**src/rtl/regfile_wb_arbiter.sv**
```systemverilog
// regfile_wb_arbiter: merges pipeline writebacks and multi-cycle-unit results
// onto one register-file write port. MDU results wait in a 2-entry FIFO; a
// starvation counter forces the FIFO head through when the pipeline hogs
// the port for STARVE_LIMIT cycles.
// Optional build macro: WB_STALL_CNT_EN adds the 16-bit stall_cnt output.
module regfile_wb_arbiter #(
  parameter int unsigned STARVE_LIMIT = 4
) (
  input  logic        clk,
  input  logic        rst_n,
  input  logic        pipe_valid,
  input  logic [4:0]  pipe_rd,
  input  logic [63:0] pipe_data,
  output logic        pipe_ready,
  input  logic        mdu_valid,
  input  logic [4:0]  mdu_rd,
  input  logic [63:0] mdu_data,
  output logic        mdu_ready,
  output logic        rf_we,
  output logic [4:0]  rf_waddr,
  output logic [63:0] rf_wdata,
  input  logic [4:0]  q_rs1,
  input  logic [4:0]  q_rs2,
  output logic        pend_rs1,
  output logic        pend_rs2
`ifdef WB_STALL_CNT_EN
  ,
  output logic [15:0] stall_cnt
`endif
);

  typedef enum logic {ST_NORM, ST_FORCE} state_e;

  state_e      state_q, state_d;
  logic [3:0]  cnt_q, cnt_d;
  logic [1:0]  vld_q, vld_d;
  logic        rd_ptr_q, rd_ptr_d;
  logic        wr_ptr_q, wr_ptr_d;
  logic [4:0]  frd_q   [2];
  logic [63:0] fdata_q [2];
  logic        we_q, we_d;
  logic [4:0]  waddr_q, waddr_d;
  logic [63:0] wdata_q, wdata_d;

  logic fifo_full, fifo_empty, push, pop, pipe_xfer;

  assign fifo_full  = &vld_q;
  assign fifo_empty = ~|vld_q;
  assign mdu_ready  = ~fifo_full;
  assign pipe_ready = (state_q == ST_NORM);
  assign push       = mdu_valid & mdu_ready;
  assign pipe_xfer  = pipe_valid & pipe_ready;
  // The head only pops from entries already stored (no pass-through), either
  // when forced or when the pipeline leaves the port free.
  assign pop        = ~fifo_empty & ((state_q == ST_FORCE) | ~pipe_valid);

  assign rf_we    = we_q;
  assign rf_waddr = waddr_q;
  assign rf_wdata = wdata_q;

  // Next-state logic: FIFO bookkeeping, starvation counter, FSM and write port.
  always_comb begin
    vld_d    = vld_q;
    rd_ptr_d = rd_ptr_q ^ pop;
    wr_ptr_d = wr_ptr_q ^ push;
    cnt_d    = cnt_q;
    state_d  = state_q;
    we_d     = 1'b0;
    waddr_d  = waddr_q;
    wdata_d  = wdata_q;

    if (pop)  vld_d[rd_ptr_q] = 1'b0;
    if (push) vld_d[wr_ptr_q] = 1'b1;

    if (pop)
      cnt_d = 4'd0;
    else if (!fifo_empty && cnt_q != 4'hF)
      cnt_d = cnt_q + 4'd1;

    case (state_q)
      ST_NORM:  if (cnt_d == 4'(STARVE_LIMIT)) state_d = ST_FORCE;
      ST_FORCE: state_d = ST_NORM;
      default:  state_d = ST_NORM;
    endcase

    // Writes to x0 are consumed but never enable the register file.
    if (pipe_xfer) begin
      we_d    = (pipe_rd != 5'd0);
      waddr_d = pipe_rd;
      wdata_d = pipe_data;
    end else if (pop) begin
      we_d    = (frd_q[rd_ptr_q] != 5'd0);
      waddr_d = frd_q[rd_ptr_q];
      wdata_d = fdata_q[rd_ptr_q];
    end
  end

  // State registers; reset empties the FIFO and silences the write port.
  always_ff @(posedge clk or negedge rst_n) begin
    if (!rst_n) begin
      state_q  <= ST_NORM;
      cnt_q    <= 4'd0;
      vld_q    <= 2'b00;
      rd_ptr_q <= 1'b0;
      wr_ptr_q <= 1'b0;
      we_q     <= 1'b0;
      waddr_q  <= 5'd0;
      wdata_q  <= 64'd0;
      for (int i = 0; i < 2; i++) begin
        frd_q[i]   <= 5'd0;
        fdata_q[i] <= 64'd0;
      end
    end else begin
      state_q  <= state_d;
      cnt_q    <= cnt_d;
      vld_q    <= vld_d;
      rd_ptr_q <= rd_ptr_d;
      wr_ptr_q <= wr_ptr_d;
      we_q     <= we_d;
      waddr_q  <= waddr_d;
      wdata_q  <= wdata_d;
      if (push) begin
        frd_q[wr_ptr_q]   <= mdu_rd;
        fdata_q[wr_ptr_q] <= mdu_data;
      end
    end
  end

  // Hazard query: does a nonzero address match any queued MDU destination?
  always_comb begin
    pend_rs1 = 1'b0;
    pend_rs2 = 1'b0;
    for (int i = 0; i < 2; i++) begin
      if (vld_q[i] && frd_q[i] == q_rs1) pend_rs1 = 1'b1;
      if (vld_q[i] && frd_q[i] == q_rs2) pend_rs2 = 1'b1;
    end
    if (q_rs1 == 5'd0) pend_rs1 = 1'b0;
    if (q_rs2 == 5'd0) pend_rs2 = 1'b0;
  end

`ifdef WB_STALL_CNT_EN
  logic [15:0] stall_q;
  assign stall_cnt = stall_q;

  // Saturating count of cycles the pipeline was held off the port.
  always_ff @(posedge clk or negedge rst_n) begin
    if (!rst_n)
      stall_q <= 16'd0;
    else if (pipe_valid && !pipe_ready && stall_q != 16'hFFFF)
      stall_q <= stall_q + 16'd1;
  end
`endif

endmodule
```
**config.mk**
```make
export PLATFORM = sky130hd
export DESIGN_NAME = regfile_wb_arbiter
export DESIGN_NICKNAME = d
export VERILOG_FILES = /design/src/rtl/regfile_wb_arbiter.sv
export SDC_FILE = /design/constraint.sdc
export NUM_CORES = 1
export LEC_CHECK = 0
export BUFFER_PORTS_ARGS = -buffer_cell sky130_fd_sc_hd__buf_4
export CAP_MARGIN = 20
export CORE_UTILIZATION = 50
export DETAILED_ROUTE_END_ITERATION = 6
export HOLD_SLACK_MARGIN = 0.12
export PLACE_DENSITY_LB_ADDON = 0.1
export RECOVER_POWER = 100
export SETUP_SLACK_MARGIN = 0.4
export SLEW_MARGIN = 25
export SYNTH_ARGS = -nofsm -noshare
export SYNTH_HDL_FRONTEND = slang
export SYNTH_SLANG_ARGS = --single-unit
```
**constraint.sdc**
```tcl
create_clock -name clk -period 2.2 [get_ports clk]
set_clock_uncertainty 0.1 [all_clocks]
set_input_delay 0.44 -clock clk [delete_from_list [all_inputs] [get_ports clk]]
set_output_delay 0.44 -clock clk [all_outputs]
set_load 0.01 [all_outputs]
```
==> results by group, run 1 <==
Clock network
  – H-tree levels: 1
  – Sink Count: about 220
  – Clk slew on worst S/H paths: about 0.060 ns
  – Worst-case clock buffer depth: 3
  – CTS tree: done
  – CTS buffer count: 24
  – Skew-Pair Late Insertion Delay: about 0.5 ns
  – CTS Root Cell: clkbuf_16

Critical path
  – Worst-path cell chain: xor2_1 -> nor4_2 -> nand3_1 -> a21oi_2 -> buf_4
  – Critical path class: flip-flop to primary output
  – Startpoint Class: flip-flop
  – Worst EP arrival: about 1.8 ns
  – Critical path data required time: 1.66 ns
  – Crit end category: primary output
  – Max Fanout on Critical Path: 3
  – Slowest cell on the critical path: dfrtp_1
  – Crit path largest cell delay: around 0.42 ns

Final layout
  – Diodes inserted: 0
  – Synthesis-to-finish area growth: 42.3%
  – # nets final: between 1000 and 1500
  – Fill cells: 1382
  – Layout cells sized above 1: around 30%

Logic synthesis
  – Fraction of registers with async set/reset: between 90% and 100%
  – Syn Nets: 994
  – Post-synth top cells: dfrtp_1 (217), mux2_2 (139), a21oi_1 (76), nand2_1 (75), nor2_1 (75)
  – Mapped Avg Cell Area: 11.6 sq um
  – Top-area cell type share of the netlist area: a little under three fifths
  – Top-count cell post-synth: dfrtp_1
  – Area contributors post-synth: dfrtp_1 (56%), mux2_2 (16%), mux2i_1 (7.1%)
  – Distinct cells, synth: 30
  – EDFF count, synth: 0
  – Top_reg_cell synth: dfrtp_1
  – Sequential element share of the synthesized area: roughly 56%
  – Syn. warnings: 0
  – Largest area contributor in the netlist: dfrtp_1
  – Synth Register Bits: roughly 220
  – Mapped Cells: 839
  – Post-synthesis cell area: around 9700 sq um

Detailed routing
  – Vias per inst: about 5.2
  – DRC viols: 0
  – Drt total wl: 25800 microns
  – Initial DRC Count: ~330
  – ANT nets after route: 0
  – Vias post-DR: 7757
  – Routed WL per cell: ~17 microns
  – Pre-antenna DRT Iters: 4

Floorplan
  – Die height: roughly 140 microns
  – IO Pins: around 230
  – # rows: 50
  – Initial core utilization: 51.5%
  – Die area: 20000 sq um
  – Core area: between 15000 and 20000 sq um
  – Die width: around 140 microns

Timing
  – Worst slew margin: around 29%
  – WHS: 0.306 ns
  – Max frequency: 0.421 GHz
  – Measured slew at the worst slew-check pin: about 1.1 ns
  – TNS Setup: -0.291 ns
  – RSZ-0062 raised after global routing: yes
  – Max Slew Vio Count: 0
  – Fin crit share: 108%
  – Setup-failing EPs final: 2
  – Final worst slack: -0.175 ns
  – Clock period minus worst slack: around 2.4 ns
  – Final Hold Fails: 0

Placed design
  – Dpl hpwl: 14600 microns
  – Final GP Congestion: about 0.75
  – DP Worst Slack: between 0.2 and 0.25 ns
  – IO buf count: between 200 and 250

Global routing
  – Largest net degree at the start of global routing: 73
  – GRT Util Overall: around a quarter
  – Total grt overflow: 0
  – Vias in the first global route: 8034
  – First-pass GRT wire length: about 40000 microns
  – Initial antenna violation count: 0

Power and ir drop
  – P_leak: a little over 6 nW
  – Pwr Total: 19.1 mW
  – Peak VDD IR: just over 0.8 mV
  – Power density over the cells: approximately 1400 nW/um^2

Run status
  – Failing checks: setup timing
  – Outcome: finished, violations left

Worst hold path
  – Worst Hold Class: input pin to flip-flop

Flow run
  – Max-cap violation count: 0
[critical path: cells and delay by family, from the launching register on]
kind | cells | cell delay (ns)
DFF | 1 | 0.42
buffers and inverters | 1 | 0.14
AOI/OAI and AO/OA | 1 | 0.17
xor gates and xnor gates | 1 | 0.18
and+or+nand+nor | 2 | 0.42
[per-stage QoR]
stage	instance area (sq um)	util, %	std cells
final	13800	73.3	1482
after CTS	14100	74.6	1473
after detailed placement	11800	62.7	1287
after floorplan	9720	-	839
after global routing	13800	73.3	1482
after global placement	11800	62.7	1287
[power by group]
| group | internal (mW) | total [mW] | switching, mW |
|---|---|---|---|
| clock | 2.30 | 3.84 | 1.53 |
| sequential | 6.02 | 7.25 | 1.22 |
| combinational | 3.85 | 7.98 | 4.12 |
| total | 12.2 | 19.1 | 6.88 |
[cell families after synthesis]
| kind of cell | synth area share (%) |
|---|---|
| compound gates | 8.22 |
| xor+xnor | 1.90 |
| fa+ha+maj | 0.387 |
| buf+inv | 2.79 |
| flops | 56.0 |
| mux | 23.3 |
| simple gates | 7.46 |
[flip-flops by register name, indices dropped and copies added (netlist names)]
signal	flops
fdata_q	128
rf_wdata	64
frd_q	10
rf_waddr	5
cnt_q	4
vld_q	2
rd_ptr_q	1
rf_we	1
state_q	1
wr_ptr_q	1
[area by class of cell]
class	count	area, sq um	area share, %
multi-input cells	562	4130	29.9
clock inverters	3	40.0	0.290
repair buffers	401	3150	22.8
clock buffers	35	703	5.10
flip-flops and latches	217	5440	39.4
inverters	4	15.0	0.109
well taps	260	325	2.36
[path summary, 6_finish.rpt]
path	slack (ns)	to	cells past startpoint	start
setup / recovery	-0.18	pend_rs2	5	frd_q[0]
hold / removal	0.31	vld_q[0]	4	mdu_valid
setup reg to reg	0.04	rf_wdata[45]	6	vld_q[1]
hold reg to reg	0.39	fdata_q[38]	1	fdata_q[38]
max in group asynchronous	0.28	rf_wdata[34]	3	rst_n
min in group asynchronous	0.57	rf_wdata[11]	2	rst_n
[cells in the final DEF (no fill, tap or decap), types with 6 or more instances in the layout]
cell type,netlist,final
dfrtp_1,217,215
buf_4,0,164
dlygate4sd3_1,0,139
mux2_2,139,126
clkbuf_1,17,85
nand2_1,75,74
o21ai_0,74,70
mux2i_1,69,69
nor2_1,75,68
a21oi_1,76,64
clkbuf_16,0,27
xor2_1,17,17
a21oi_2,0,12
nand3_1,8,8
mux2_1,0,7
buf_6,0,7
mux2_4,0,6
clkbuf_2,0,6
[repair_timing]
item	4_1_cts	5_1_grt
buffers inserted	8	4
hold buffers	139	0
cloned	1	5
setup endpoints to repair	114	69
resized for setup	2	74
pin swaps	5	9
endpoints found under the hold margin	400	0
[routing by layer]
layer,wire length [microns],global-route usage (%),up-vias
li1,-,-,3655
met2,13100,43.3,206
met4,499,6.41,0
met3,1120,4.52,41
met5,0,0,-
met1,11100,32.4,3855
Note: power is estimated with default switching activity, not from simulation.
==> run 2, diff against run 1 <==
Settings changed: CORE_MARGIN set to 3.
==> run 2 against run 1 <==
Final cell count grew 0.34%. Total power shrank 0.70%. First-iteration DRC count shrank 0.91%. The flow still finishes with violations (setup timing). Setup slack gained 0.027 ns. Critical endpoint is now pend_rs1. Critical path depth is the same. Sequential power shrank 0.8%. Via count shrank 0.48%. Non-clock buffer count shrank 1. Flip-flop and latch count is the same. Clock power grew 6.8%.
==> results by group, run 2 (synthesis gave the netlist of run 1 again) <==
Run status
  – Outcome: finished, violations left
  – Failing checks: setup timing

Clock network
  – Clk slew on worst S/H paths: 0.06 ns
  – Skew-Pair Late Insertion Delay: ~0.5 ns
  – Worst-case clock buffer depth: 3
  – CTS tree: done
  – CTS Root Cell: clkbuf_16
  – H-tree levels: 1
  – CTS buffer count: 24
  – Sink Count: 217

Timing
  – Measured slew at the worst slew-check pin: ~1.1 ns
  – Worst slew margin: ~30%
  – RSZ-0062 raised after global routing: yes
  – Clock period minus worst slack: between 2 and 2.5 ns
  – Max frequency: roughly 0.43 GHz
  – Final Hold Fails: 0
  – Max Slew Vio Count: 0
  – Fin crit share: 107%
  – Setup-failing EPs final: 4
  – Final worst slack: -0.148 ns

Final layout
  – Most common cell after layout, fill and taps aside: dfrtp_1
  – Layout cells sized above 1: a little under a third
  – Max FFs per register: 128
  – Most frequent cells in the layout: dfrtp_1 (215), buf_4 (169), dlygate4sd3_1 (139)
  – Synthesis-to-finish area growth: 41.7%
  – Fin util: 72.7%
  – Fill cells: approximately 1400
  – Area of the multi-input gates: around 4000 sq um
  – Reg area: around 5400 sq um
  – Non-Filler Instances: approximately 1500
  – # nets final: 1364
  – Diodes inserted: 0
  – Fin area: ~14000 sq um
  – Most flops, register: fdata_q

Placed design
  – Placed Area: roughly 12000 sq um
  – Cells after DPL: around 1300
  – IO buf count: about 230
  – DP Worst Slack: 0.248 ns
  – Dpl hpwl: 15200 microns
  – Final GP Congestion: roughly 0.76

Power and ir drop
  – Sw Ratio: a little over a third
  – Net Sw Power: roughly 6.7 mW
  – Power Internal: 12.2 mW
  – Clock share of power: 21.7%
  – Gate power share: 40.4%
  – P_leak: ~6.2 nW
  – Peak VDD IR: 0.824 mV
  – Power density over the cells: around 1400 nW/um^2
  – Sequential share of power: 38.0%

Critical path
  – Max Fanout on Critical Path: 4
  – Startpoint Class: flip-flop
  – R2R Path End: fdata_q[60]
  – Reg2reg setup slack: -0.01 ns
  – FF-to-FF Start: vld_q[0]
  – Crit end category: primary output
  – Worst EP arrival: ~1.8 ns
  – Critical path class: flip-flop to primary output
  – FF-to-FF path depth: 5
  – Critical path data required time: 1.66 ns

Detailed routing
  – DRC viols: 0
  – ANT nets after route: 0
  – Routed WL per cell: 17.3 microns
  – Drt total wl: around 26000 microns
  – Initial DRC Count: ~330
  – Pre-antenna DRT Iters: 4
  – Vias per inst: 5.19
  – Vias post-DR: 7720

Worst hold path
  – Worst Hold Class: input pin to flip-flop
  – Hold Path Sink: vld_q[0]
  – Hold Path Origin: mdu_valid
  – Hold depth: 4

Global routing
  – Largest net degree at the start of global routing: 90
  – First-pass GRT wire length: between 40000 and 50000 microns
  – GR Util met3: under 10%
  – Met2 Usage GRT: around two fifths
  – Gr busiest metal: met2
  – Initial antenna violation count: 0
  – GRT Util Overall: a little under a quarter
  – Total grt overflow: 0
  – Met1 usage: about 31%
  – Vias in the first global route: between 8000 and 9000

Floorplan
  – # rows: 50
  – Initial core utilization: 51.3%
  – Die height: ~150 microns
  – IO Pins: ~230
  – Die width: roughly 150 microns
  – Die area: 21100 sq um
  – Core area: ~19000 sq um

Flow run
  – Max-cap violation count: 0
==> run 2: layout make-up <==
| cell class | instances | share of cell area (%) |
|---|---|---|
| sequential | 217 | 39.5 |
| clock inverter | 8 | 0.674 |
| timing repair buffer | 400 | 22.8 |
| inverter | 4 | 0.109 |
| multi-input combinational | 562 | 29.2 |
| tap | 260 | 2.37 |
| clock buffer | 36 | 5.29 |
==> run 2: metal layers <==
layer  share of wire (%)  up-vias
met4                 2.6        0
met1                  43     3796
met3                 5.8       55
met5                   0        -
li1                    -     3651
met2                  49      218
==> run 2: power groups by stage <==
stage               registers, mW  clock network, mW  logic [mW]
floorplan                    7.26                  0        4.95
global placement             7.24                  0        7.56
detailed placement           7.32                  0        7.73
CTS                          7.26               4.20        8.00
global route                 7.45               4.36        8.51
finish                       7.19               4.10        7.64
==> run 2: stage by stage <==
step                hold slack, ns  power [mW]  setup TNS, ns
floorplan                   0.0444        12.2              0
global placement             0.287        14.8              0
detailed placement           0.297        15.1              0
CTS                          0.208        19.5         -0.340
global route                 0.334        20.3          -8.71
finish                       0.309        18.9         -0.299
==> run 2: worst max-delay path, stage by stage, from the launching register on <==
cell	delay, ns
dfrtp_1	0.43
xor2_1	0.18
nor4_1	0.28
nand3_1	0.15
a21oi_2	0.13
buf_4	0.13
==> run 2: repair_timing <==
item / in CTS / in global routing
gates resized for setup: 1 / 13
hold endpoints to repair: 243 / 0
hold buffers: 139 / 0
setup endpoints to repair: 2 / 124
pin swaps: 11 / 7
setup buffers: 2 / 12
cloned: 0 / 2
==> run 2: worst max path at each step <==
| stage | start | depth (start not counted) | slack [ns] | to |
|---|---|---|---|---|
| after floorplan | vld_q[0] | 7 | 0.42 | fdata_q[53] |
| after global routing | frd_q[8] | 5 | -0.27 | pend_rs1 |
| final | frd_q[8] | 5 | -0.15 | pend_rs1 |
| after CTS | frd_q[9] | 5 | -0.19 | pend_rs1 |
| after detailed placement | q_rs2[0] | 6 | 0.25 | pend_rs2 |
| after global placement | q_rs1[0] | 6 | 0.27 | pend_rs1 |
